==> config.mk <==
export PLATFORM = sky130hd
export DESIGN_NAME = serial_add_ctrl
export DESIGN_NICKNAME = d
export VERILOG_FILES = /design/src/rtl/serial_add_pkg.sv /design/src/rtl/fa_cell.sv /design/src/rtl/serial_add_ctrl.sv
export SDC_FILE = /design/constraint.sdc
export NUM_CORES = 1
export LEC_CHECK = 0
export ABC_AREA = 1
export ABC_CLOCK_PERIOD_IN_PS = 3500
export CORE_UTILIZATION = 57
export CTS_CLUSTER_SIZE = 16
export DETAILED_ROUTE_END_ITERATION = 6
export PLACE_DENSITY = 0.92
export SYNTH_ARGS = -nofsm -noshare
export SYNTH_HDL_FRONTEND = slang
export SYNTH_SLANG_ARGS = --single-unit
==> constraint.sdc <==
create_clock -name clk -period 3.5 [get_ports clk]
set_clock_uncertainty 0.05 [all_clocks]
set_input_delay 0.525 -clock clk [delete_from_list [all_inputs] [get_ports clk]]
set_output_delay 0.525 -clock clk [all_outputs]
set_load 0.02 [all_outputs]
==> src/rtl/serial_add_pkg.sv <==
// Shared types and constants for the bit-serial adder controller.
package serial_add_pkg;

  // Default operand width in bits (legal range 2..32).
  localparam int unsigned DEFAULT_WIDTH = 8;

  // Controller states: accept a request, shift WIDTH bits through the cell,
  // then spend one cycle collecting the last registered sum bit and carry.
  typedef enum logic [1:0] {
    IDLE  = 2'd0,
    RUN   = 2'd1,
    DRAIN = 2'd2
  } state_e;

endpackage : serial_add_pkg

==> src/rtl/fa_cell.sv <==
// Registered 1-bit full adder. Pure datapath: it adds whatever it is fed
// every cycle, and the controller decides which of its outputs to keep.
module fa_cell (
  input  logic clk,
  input  logic rst_n,
  input  logic a,
  input  logic b,
  input  logic cin,
  output logic sum,
  output logic cout
);

  // Register the full-adder sum and carry every cycle, cleared by reset.
  always_ff @(posedge clk or negedge rst_n) begin
    if (!rst_n) begin
      sum  <= 1'b0;
      cout <= 1'b0;
    end else begin
      // NOTE: non-blocking assignments here so every flop samples the values
      // from before this edge; blocking ones would make ordering matter.
      sum  <= a ^ b ^ cin;
      cout <= (a & b) | (a & cin) | (b & cin);
    end
  end

endmodule : fa_cell

==> src/rtl/serial_add_ctrl.sv <==
// Bit-serial adder controller: computes {cout,sum} = a + b + cin one bit per
// cycle, LSB first, through a single registered fa_cell. The cell output for
// bit k is registered on E(k+1) and copied into sum[k] on E(k+2), so the
// result is complete, and done pulses, WIDTH+1 edges after the accepting edge.
module serial_add_ctrl
  import serial_add_pkg::*;
#(
  parameter int unsigned WIDTH = DEFAULT_WIDTH
) (
  input  logic             clk,
  input  logic             rst_n,
  input  logic             start,
  input  logic [WIDTH-1:0] a,
  input  logic [WIDTH-1:0] b,
  input  logic             cin,
  output logic             busy,
  output logic             done,
  output logic [WIDTH-1:0] sum,
  output logic             cout
);

  // The counter reaches WIDTH (in DRAIN), so it needs room for that value.
  localparam int unsigned     KW     = $clog2(WIDTH + 1);
  localparam logic [KW-1:0]   K_ONE  = KW'(1);
  localparam logic [KW-1:0]   K_LAST = KW'(WIDTH - 1);
  localparam logic [WIDTH-1:0] ONE_W = WIDTH'(1);

  state_e           state_q, state_d;
  logic [KW-1:0]    k_q, k_d;
  logic [WIDTH-1:0] a_q, a_d;
  logic [WIDTH-1:0] b_q, b_d;
  logic             cin_q, cin_d;
  logic [WIDTH-1:0] sum_q, sum_d;
  logic             cout_q, cout_d;
  logic             done_q, done_d;

  logic             cell_a, cell_b, cell_cin;
  logic             cell_sum, cell_cout;
  logic             capture;
  logic [KW-1:0]    cap_idx;

  fa_cell u_fa_cell (
    .clk   (clk),
    .rst_n (rst_n),
    .a     (cell_a),
    .b     (cell_b),
    .cin   (cell_cin),
    .sum   (cell_sum),
    .cout  (cell_cout)
  );

  // The cell holds bit k-1 whenever k>=1 in RUN, and the final bit in DRAIN
  // (where k has reached WIDTH), so the capture index is always k-1.
  assign capture = ((state_q == RUN) && (k_q != '0)) || (state_q == DRAIN);
  assign cap_idx = k_q - K_ONE;

  // Next-state, operand shifting, cell feed and result capture.
  always_comb begin
    // NOTE: every signal gets a default first so no path leaves it
    // unassigned, which would otherwise infer a latch.
    state_d  = state_q;
    k_d      = k_q;
    a_d      = a_q;
    b_d      = b_q;
    cin_d    = cin_q;
    sum_d    = sum_q;
    cout_d   = cout_q;
    done_d   = 1'b0;
    cell_a   = 1'b0;
    cell_b   = 1'b0;
    cell_cin = 1'b0;

    // Overwrite only the bit being captured; the others keep their value.
    if (capture) begin
      sum_d = (sum_q & ~(ONE_W << cap_idx)) | (WIDTH'(cell_sum) << cap_idx);
    end

    unique case (state_q)
      IDLE: begin
        if (start) begin
          state_d = RUN;
          a_d     = a;
          b_d     = b;
          cin_d   = cin;
          k_d     = '0;
        end
      end
      RUN: begin
        // Operands shift right so bit k always sits at position 0.
        cell_a   = a_q[0];
        cell_b   = b_q[0];
        cell_cin = (k_q == '0) ? cin_q : cell_cout;
        a_d      = a_q >> 1;
        b_d      = b_q >> 1;
        k_d      = k_q + K_ONE;
        if (k_q == K_LAST) begin
          state_d = DRAIN;
        end
      end
      DRAIN: begin
        state_d = IDLE;
        cout_d  = cell_cout;
        done_d  = 1'b1;
      end
      default: begin
        state_d = IDLE;
      end
    endcase
  end

  // State, counter, operand and result registers with asynchronous clear.
  always_ff @(posedge clk or negedge rst_n) begin
    if (!rst_n) begin
      // NOTE: the operand copies are a handful of flops, so they are reset
      // like everything else; a real memory array would be left unreset.
      state_q <= IDLE;
      k_q     <= '0;
      a_q     <= '0;
      b_q     <= '0;
      cin_q   <= 1'b0;
      sum_q   <= '0;
      cout_q  <= 1'b0;
      done_q  <= 1'b0;
    end else begin
      state_q <= state_d;
      k_q     <= k_d;
      a_q     <= a_d;
      b_q     <= b_d;
      cin_q   <= cin_d;
      sum_q   <= sum_d;
      cout_q  <= cout_d;
      done_q  <= done_d;
    end
  end

  assign busy = (state_q != IDLE);
  assign done = done_q;
  assign sum  = sum_q;
  assign cout = cout_q;

endmodule : serial_add_ctrl

# Word-level counts from Yosys, hierarchy flattened
# Index checks and enable logic that the tools add are counted.
# word_totals
out_inout_bits,11
register_bits,35
input_bits,20
# op_classes
mux,14
bitwise_logic,10
n_shift,2
n_reduce_logical,10
n_eq_ne,5
n_addsub,2
# ops
operator,n
$pmux W8 S2,2
$mux W8,2
$and A8 B8 Y8,1
$not A8 Y8,1
$or A8 B8 Y8,1
$pmux W4 S2,1
$shl A1 B4 Y8,1
$shl A1 B4 Y8 const A,1
$reduce_and A2 Y1,3
$mux W1,5
$add A4 B1 Y4 const B,1
$eq A4 B3 Y1 const B,1
$logic_not A4 Y1,1
$mux W2,2
$mux W4,1
$pmux W2 S2,1
$reduce_bool A2 Y1,2
$reduce_bool A4 Y1,1
$sub A4 B1 Y4 const B,1
$and A1 B1 Y1,3
$eq A2 B1 Y1 const B,1
$eq A2 B2 Y1 const B,1
$logic_not A2 Y1,1
$ne A2 B1 Y1 const B,1
5 further kinds,7

# Logic depth before layout (Yosys ltp)
# Gate-level depths: netlist of the first run.
# depth
ltp_word,6
ltp_mapped,9
depth_no_buf,9

# By module
# From an unflattened synthesis of the first run, not the netlist that was laid out.
# hier_totals
hier_cells,228
hier_area_um2,1871.8
# by_module_without_submodules
mod,area_per_inst_um2,n_inst,cells_each,seq_area_each_um2
serial_add_ctrl,1801.7,1,225,825.8
fa_cell,70.1,1,3,50.0

# Least setup slack after synthesis of the first run
# No wires, ideal clock.
# synth_path
kind,reg-to-reg
from,reg k_q[0]
to,reg u_fa_cell.sum
path_buffers,0
t_arrival_ps,1518
period_less_slack_ps,1704
path_slack_ps,1796
path_stages_with_launch,7
path_cell_list,dfrtp_1 inv_2 ha_1 nand3_2 o21ai_0 a21oi_1 fa_1
# synth_between
elab_chain_len,4
# synth_rtl
item,line_no,text
from (decl),serial_add_ctrl.sv:29,"logic [KW-1:0] k_q, k_d;"
from (signal assigned),serial_add_ctrl.sv:126,k_q <= k_d;
$logic_not A4 Y1,serial_add_ctrl.sv:92,cell_cin = (k_q == '0) ? cin_q : cell_cout;
$mux W1,serial_add_ctrl.sv:92,
$mux W1,serial_add_ctrl.sv:78,unique case (state_q)
$xor A1 B1 Y1,fa_cell.sv:21,sum <= a ^ b ^ cin;
to (signal assigned),fa_cell.sv:21,
to (decl),fa_cell.sv:9,"output logic sum,"
# No other way between the ends.
# A chain may end at the register's enable or synchronous reset.

# Final worst setup path of the first run
# layout_path
from,reg state_q[1]
to,out busy
# layout_between
elab_chain_len,1
# layout_rtl
item,line_no,text
from (decl),serial_add_ctrl.sv:28,"state_e state_q, state_d;"
from (signal assigned),serial_add_ctrl.sv:125,state_q <= state_d;
$reduce_bool A2 Y1,serial_add_ctrl.sv:136,assign busy = (state_q != IDLE);
to (decl),serial_add_ctrl.sv:16,"output logic busy,"
# No other way between the ends.

==> results of run 1 <==
Yosys cell counts:
cell type   n  area share
nor3_1      4       0.011
buf_2       6       0.016
o21ai_0     9       0.024
nand2_1    63        0.13
nor2_2      1      0.0034
nor2_1     11       0.022
ha_1        6       0.040
nand3_2     4       0.022
buf_6       1      0.0061
nand3_1    10       0.027
nor2_4      1      0.0061
inv_1      29       0.059
dfrtp_1    35        0.47
buf_12      1       0.011
a21oi_1     2      0.0054
nand4_1     9       0.030
nand2_4     2       0.012
nand2_2     4       0.013
o22ai_1     1      0.0034
fa_1        1       0.011
o21ai_1    26       0.070
inv_2       4      0.0081
where the power goes:
group | switching [W] | total [W] | internal (W)
logic | 0.000707 | 0.00108 | 0.000370
clock network | 0.000138 | 0.000256 | 0.000118
registers | 0.0000922 | 0.000665 | 0.000573
total | 0.000937 | 0.00200 | 0.00106
metrics by stage:
step	power, W	utilization
after floorplan	0.00152	-
after global placement	0.00168	0.701
after CTS	0.00201	0.724
after detailed placement	0.00175	0.701
after global routing	0.00219	0.724
final	0.00200	0.724
logic make-up (layout without fill, tap and decap cells):
logic type	after synthesis	count (layout)
buffers and inverters	41	72
flip-flops	35	35
adder cells (fa/ha/maj)	7	7
AND/OR/NAND/NOR	109	109
AO/OA/AOI/OAI	38	38
cell usage in the layout (no fill, tap or decap), drive strengths merged:
| cell type | n |
|---|---|
| o22ai | 1 |
| nor3 | 4 |
| inv | 33 |
| buf | 1 |
| o21ai | 35 |
| nand4 | 9 |
| dfrtp | 35 |
| nand2 | 69 |
| a21oi | 2 |
| clkbuf | 8 |
| nand3 | 14 |
| clkdlybuf4s50 | 30 |
| ha | 6 |
| nor2 | 13 |
| fa | 1 |
state kept, by name (all words and copies together) (netlist names), 2 cells and up:
signal,cells
a_q,8
state_q,2
sum,8
b_q,8
k_q,4
final timing paths:
| check | start | end | slack, ps | cells after the start |
|---|---|---|---|---|
| max | state_q[1]$_DFFE_PN0P_ | busy | 1390 | 3 |
| min | sum[2]$_DFFE_PN0P_ | sum[2]$_DFFE_PN0P_ | 430 | 2 |
| max reg2reg | k_q[0]$_DFFE_PN0P_ | u_fa_cell.sum$_DFF_PN0_ | 1520 | 6 |
| min reg2reg | sum[2]$_DFFE_PN0P_ | sum[2]$_DFFE_PN0P_ | 430 | 2 |
| max in group asynchronous | rst_n | b_q[1]$_DFFE_PN0P_ | 2560 | 2 |
| min in group asynchronous | rst_n | k_q[2]$_DFFE_PN0P_ | 520 | 2 |
cell type report:
class / instances / area [sq um] / area share
tap: 44 / 55.1 / 0.0247
multi-input combinational: 154 / 796 / 0.357
sequential: 35 / 876 / 0.393
clock buffer: 8 / 68.8 / 0.0309
inverter: 33 / 124 / 0.0556
timing repair buffer: 31 / 308 / 0.138
worst register-to-register path, delay by kind of cell (launching register included):
family                   cells  cell delay (ps)
AO/OA/AOI/OAI                2              280
buffers and inverters        1              140
flip-flops                   1              510
AND/OR/NAND/NOR              1              120
adder cells (fa/ha/maj)      2              750
per-layer routing:
| layer | global-route usage | share of wire | routed length [um] | up-vias |
|---|---|---|---|---|
| li1 | - | - | - | 795 |
| met1 | 0.270 | 0.44 | 1450 | 717 |
| met2 | 0.383 | 0.51 | 1680 | 33 |
| met3 | 0.0611 | 0.034 | 111 | 5 |
| met4 | 0.116 | 0.020 | 66 | 0 |
| met5 | 0 | 0 | 0 | - |
==> metrics.log, run 1 <==
INFO  metric cp_data_required_time = 2920 ps
INFO  metric netlist_area = approximately 0.0019 sq mm
INFO  metric post_cts.repair.setup_buffers = 0
INFO  metric rsz0062_at_grt = no
INFO  metric antennaDiodeCount = 0
INFO  metric path_clk_slew = 110 ps
INFO  metric final_setup_violating_endpoints = 0
INFO  metric dominant_combinational_cell_family_by_area_after_synthesis = simple AND/OR/NAND/NOR gates
INFO  metric final.setup.tns = 0 ps
INFO  metric final-max-slew-violation-count = 0
INFO  metric routed_via_density = 5.08
INFO  metric critical_path.top_delay_family = buffers and inverters
INFO  metric clock-sinks = 35
INFO  metric tritoncts.num_buffers = 5
INFO  metric powerDensity = ~900 mW/mm^2
INFO  metric hpwlAfterDp = 2380 um
INFO  metric max_slew.worst_pin.slew = 529 ps
INFO  metric finalCriticalPeriod = 2110 ps
INFO  metric p_leak = 1.07 nW
INFO  metric tritoncts = done
INFO  metric detailroute.via_count = ~1600
INFO  metric synth_seq_area_share = 0.472
INFO  metric wl_per_cell = about 11 um
INFO  metric synth.ff_latch_count = 35
INFO  metric worst_ep_arrival_time = 1530 ps
INFO  metric synth_cell_types = 22
INFO  metric globalplace.congestion = 0.742
INFO  metric area_of_placed_instances = 0.00216 sq mm
INFO  metric globalRoute.totalOverflow = 0
INFO  metric hold_path_class = flip-flop to flip-flop
INFO  metric coreArea = 0.00308 sq mm
INFO  metric timing.final.crit_share = 0.602
INFO  metric die-area = between 0.003 and 0.004 sq mm
INFO  metric ctsResizeCount = 0
INFO  metric finalHoldWorstSlack = 428 ps
INFO  metric fmax = 0.475 GHz
INFO  metric synth_adder_area_share = 0.0512
INFO  metric critical_path.max_stage_delay = 600 ps
INFO  metric grt_use_total = 0.228
INFO  metric ir_drop = 0.430 mV
INFO  metric postRouteWirelength = about 3300 um
INFO  metric timing_worst_setup_path_type = flip-flop to output pin
INFO  metric antenna_left = 0
INFO  metric hold_violations = 0
INFO  metric warning_count_from_the_yosys_run = 0
INFO  metric die_h = 59.1 um
INFO  metric crit_path_cell_trace = inv_1 > nand2_1 > clkdlybuf4s50_1
INFO  metric dp.cells = about 300
INFO  metric postLayoutSetupSlackWorst = 1390 ps
INFO  metric final_area = roughly 0.0022 sq mm
INFO  metric initial_utilization = 0.603
INFO  metric final.fill_count = between 200 and 250
INFO  metric synth_compound_area_frac = 0.103
INFO  metric h-tree-depth = 2
INFO  metric synth.avg_cell_area = 8.07 sq um
INFO  metric drt_iter0_markers = 72
INFO  metric cts.path.max_buffers = 2
INFO  metric synthSimpleGateAreaFrac = 0.274
INFO  metric slowest_cell_on_crit_path = clkdlybuf4s50_1
INFO  metric drt_pass1_iterations = 4
INFO  metric die_w = 59.1 um
INFO  metric clockRootBuffer = clkbuf_4
INFO  metric path_max_fanout = 3
INFO  metric nets = 287
INFO  metric global_route_wire_length_before_repair = roughly 6000 um
INFO  metric critical_path.n_buffers_inverters = 2
INFO  metric critPathCaptureType = output pin
INFO  metric synth.mux.area_fraction = 0
INFO  metric vias_in_the_first_global_route = 1418
INFO  metric syn-instance-count = 230
INFO  metric antenna_violations_before_repair = 0
INFO  metric io_buffers = 30
INFO  metric insertion_delay = 350 ps
INFO  metric synth_nets = 257
INFO  metric preCtsSetupSlack = 1540 ps
INFO  metric top_level_ports = 31
INFO  metric placementRows = 20
INFO  metric grt_start_max_net_pins = 36
INFO  metric yosys.area_share.xor_xnor = 0
INFO  metric max-cap-violations = 0
INFO  metric dr_drc_count = 0
INFO  metric timing.slew.headroom = 0.646
INFO  metric hold_buffers = 0
INFO  metric worstSetupStartpointType = flip-flop
INFO  metric post_layout_nonfiller_instances = 305
INFO  metric synthToLayoutAreaGrowth = 19.9%
INFO  metric layout-drive-gt1-share = 0.0920
INFO  metric status = complete, no violations
Note: power is estimated with default switching activity, not from simulation.
==> run 2, diff against run 1 <==
--- a/config.mk
+++ b/config.mk
@@ -6,11 +6,11 @@
 export NUM_CORES = 1
 export LEC_CHECK = 0
 export ABC_AREA = 1
-export ABC_CLOCK_PERIOD_IN_PS = 3500
-export CORE_UTILIZATION = 57
+export ABC_CLOCK_PERIOD_IN_PS = 1700
+export CORE_UTILIZATION = 47
 export CTS_CLUSTER_SIZE = 16
 export DETAILED_ROUTE_END_ITERATION = 6
-export PLACE_DENSITY = 0.92
+export PLACE_DENSITY = 0.82
 export SYNTH_ARGS = -nofsm -noshare
 export SYNTH_HDL_FRONTEND = slang
 export SYNTH_SLANG_ARGS = --single-unit
==> constraint.sdc (replaced) <==
create_clock -name clk -period 1.7 [get_ports clk]
set_clock_uncertainty 0.05 [all_clocks]
set_input_delay 0.255 -clock clk [delete_from_list [all_inputs] [get_ports clk]]
set_output_delay 0.255 -clock clk [all_outputs]
set_load 0.02 [all_outputs]
==> run 2 against run 1 <==
Setup slack got worse by 1300 ps. Critical path depth is 3 higher. Sequential power rose by 100%. First-iteration DRC count decreased by 21%. Sequential share of layout area fell by 1.7 points. Sequential cell count did not move. Clock power rose by 140%. Global-route usage fell by 3.2 points. Via count shrank 1.6%. Total power rose by 120%.
==> metrics.log, run 2 (synthesis results as in run 1) <==
INFO  metric placementRows = 22
INFO  metric die_h = ~65 um
INFO  metric clockRootBuffer = clkbuf_8
INFO  metric post_cts.repair.setup_buffers = 0
INFO  metric clock-sinks = 35
INFO  metric hold_path_class = input pin to asynchronous set/reset pin
INFO  metric power.clock.fraction = 0.143
INFO  metric antenna_violations_before_repair = 0
INFO  metric p_leak = 1.11 nW
INFO  metric timing.slew.headroom = 0.818
INFO  metric wl_per_cell = 10.7 um
INFO  metric io_buffers = 30
INFO  metric final.setup.tns = 0 ps
INFO  metric drt_iter0_markers = 57
INFO  metric powerDensity = 1870 mW/mm^2
INFO  metric worst_ep_arrival_time = 1720 ps
INFO  metric nets = 293
INFO  metric vias_in_the_first_global_route = 1453
INFO  metric final_setup_violating_endpoints = 0
INFO  metric layout-drive-gt1-share = 0.124
INFO  metric globalplace.congestion = 0.831
INFO  metric final.fill_count = 340
INFO  metric storage_element_area = 877 sq um
INFO  metric layout_commonest_cell = nand2_1
INFO  metric p_seq_frac = 0.307
INFO  metric most_frequent_cells_in_the_layout = nand2_1 (63), dfrtp_1 (34), inv_1 (29), clkdlybuf4s50_1 (29), o21ai_1 (27)
INFO  metric power_switching = 0.00196 W
INFO  metric tritoncts = done
INFO  metric hold_violations = 0
INFO  metric postRouteWirelength = ~3400 um
INFO  metric antennaDiodeCount = 0
INFO  metric hpwlAfterDp = around 2400 um
INFO  metric multi_input_comb_area = 802 sq um
INFO  metric reg_top3 = a_q (8), b_q (8), sum (8)
INFO  metric worstSetupStartpointType = flip-flop
INFO  metric timing_worst_setup_path_type = flip-flop to flip-flop
INFO  metric ir_drop = 0.721 mV
INFO  metric worst_r2r_path_depth = 6
INFO  metric max-cap-violations = 0
INFO  metric die-area = 0.00421 sq mm
INFO  metric tritoncts.num_buffers = 5
INFO  metric initial_utilization = 0.500
INFO  metric max_slew.worst_pin.slew = 270 ps
INFO  metric grt_use_total = 0.197
INFO  metric coreArea = 0.00372 sq mm
INFO  metric globalRoute.totalOverflow = 0
INFO  metric synthToLayoutAreaGrowth = 25.5%
INFO  metric comb_power_share = 0.550
INFO  metric final-max-slew-violation-count = 0
INFO  metric finalCriticalPeriod = 1610 ps
INFO  metric fmax = around 0.62 GHz
INFO  metric die_w = about 65 um
INFO  metric top_level_ports = 31
INFO  metric path_max_fanout = 4
INFO  metric utilization_of_the_core_after_routing = 0.627
INFO  metric reg2reg_setup_slack = 90 ps
INFO  metric routed_via_density = 4.84
INFO  metric antenna_left = 0
INFO  metric global_route_wire_length_before_repair = approximately 6300 um
INFO  metric h-tree-depth = 2
INFO  metric insertion_delay = 290 ps
INFO  metric path_clk_slew = 70 ps
INFO  metric timing.final.crit_share = 0.948
INFO  metric cts.path.max_buffers = 2
INFO  metric grt_start_max_net_pins = 36
INFO  metric detailroute.via_count = between 1500 and 2000
INFO  metric dr_drc_count = 0
INFO  metric power_switching_share = 0.450
INFO  metric status = complete, no violations
INFO  metric cp_data_required_time = 1810 ps
INFO  metric drt_pass1_iterations = 4
INFO  metric internal_power = 0.00240 W
INFO  metric rsz0062_at_grt = no
INFO  metric critPathCaptureType = flip-flop
## run 2: area by class of cell
class,count,share of cell area
Clock inverter,1,0.00215
Clock buffer,7,0.0370
Multi-Input combinational cell,154,0.344
Tap cell,48,0.0258
Sequential cell,35,0.376
Timing Repair Buffer,37,0.162
Inverter,33,0.0531
## run 2: power groups by stage
stage	Clock, W	Sequential (W)	Combinational [W]
after floorplan	0	0.00147	0.00166
after detailed placement	0	0.00135	0.00239
after global routing	0.000673	0.00137	0.00274
after global placement	0	0.00134	0.00231
after CTS	0.000644	0.00134	0.00240
final	0.000623	0.00134	0.00239
## run 2: metal layers
layer | up-vias | wire [um] | global-route usage
met5 | - | 0 | 0
met4 | 0 | 44 | 0.0667
met3 | 3 | 132 | 0.0581
met2 | 33 | 1620 | 0.339
met1 | 685 | 1580 | 0.232
li1 | 804 | - | -
## run 2: timing repair
action | in CTS | in global routing
endpoints found under the hold margin | 0 | 0
hold buffers | 0 | 0
pin swaps | 0 | 0
gates resized for setup | 1 | 3
setup endpoints to repair | 1 | 1
## run 2: path summary, 6_finish.rpt
check                              startpoint                       to
max                        k_q[0]$_DFFE_PN0P_  u_fa_cell.sum$_DFF_PN0_
min                                     rst_n       sum[5]$_DFFE_PN0P_
max reg2reg                k_q[0]$_DFFE_PN0P_  u_fa_cell.sum$_DFF_PN0_
min reg2reg                sum[6]$_DFFE_PN0P_       sum[6]$_DFFE_PN0P_
max in group asynchronous               rst_n       k_q[0]$_DFFE_PN0P_
min in group clk           sum[6]$_DFFE_PN0P_       sum[6]$_DFFE_PN0P_
## run 2: stage by stage
stage	hold slack, ps	instances	area [sq um]	power [W]	setup slack [ps]
2_1_floorplan	-90.6	230	1860	0.00313	16.6
3_3_place_gp	406	307	2230	0.00365	132
3_5_place_dp	408	307	2230	0.00374	68.4
4_1_cts	292	315	2320	0.00438	51.3
5_1_grt	298	315	2330	0.00478	8.68
6_report	289	315	2330	0.00435	88.6
## run 2: worst max-delay path: stages, from the launching register on
cell,delay (ps)
dfrtp_2,410
inv_2,60
ha_2,200
nand3_2,110
o21ai_1,160
a21oi_2,50
fa_1,430
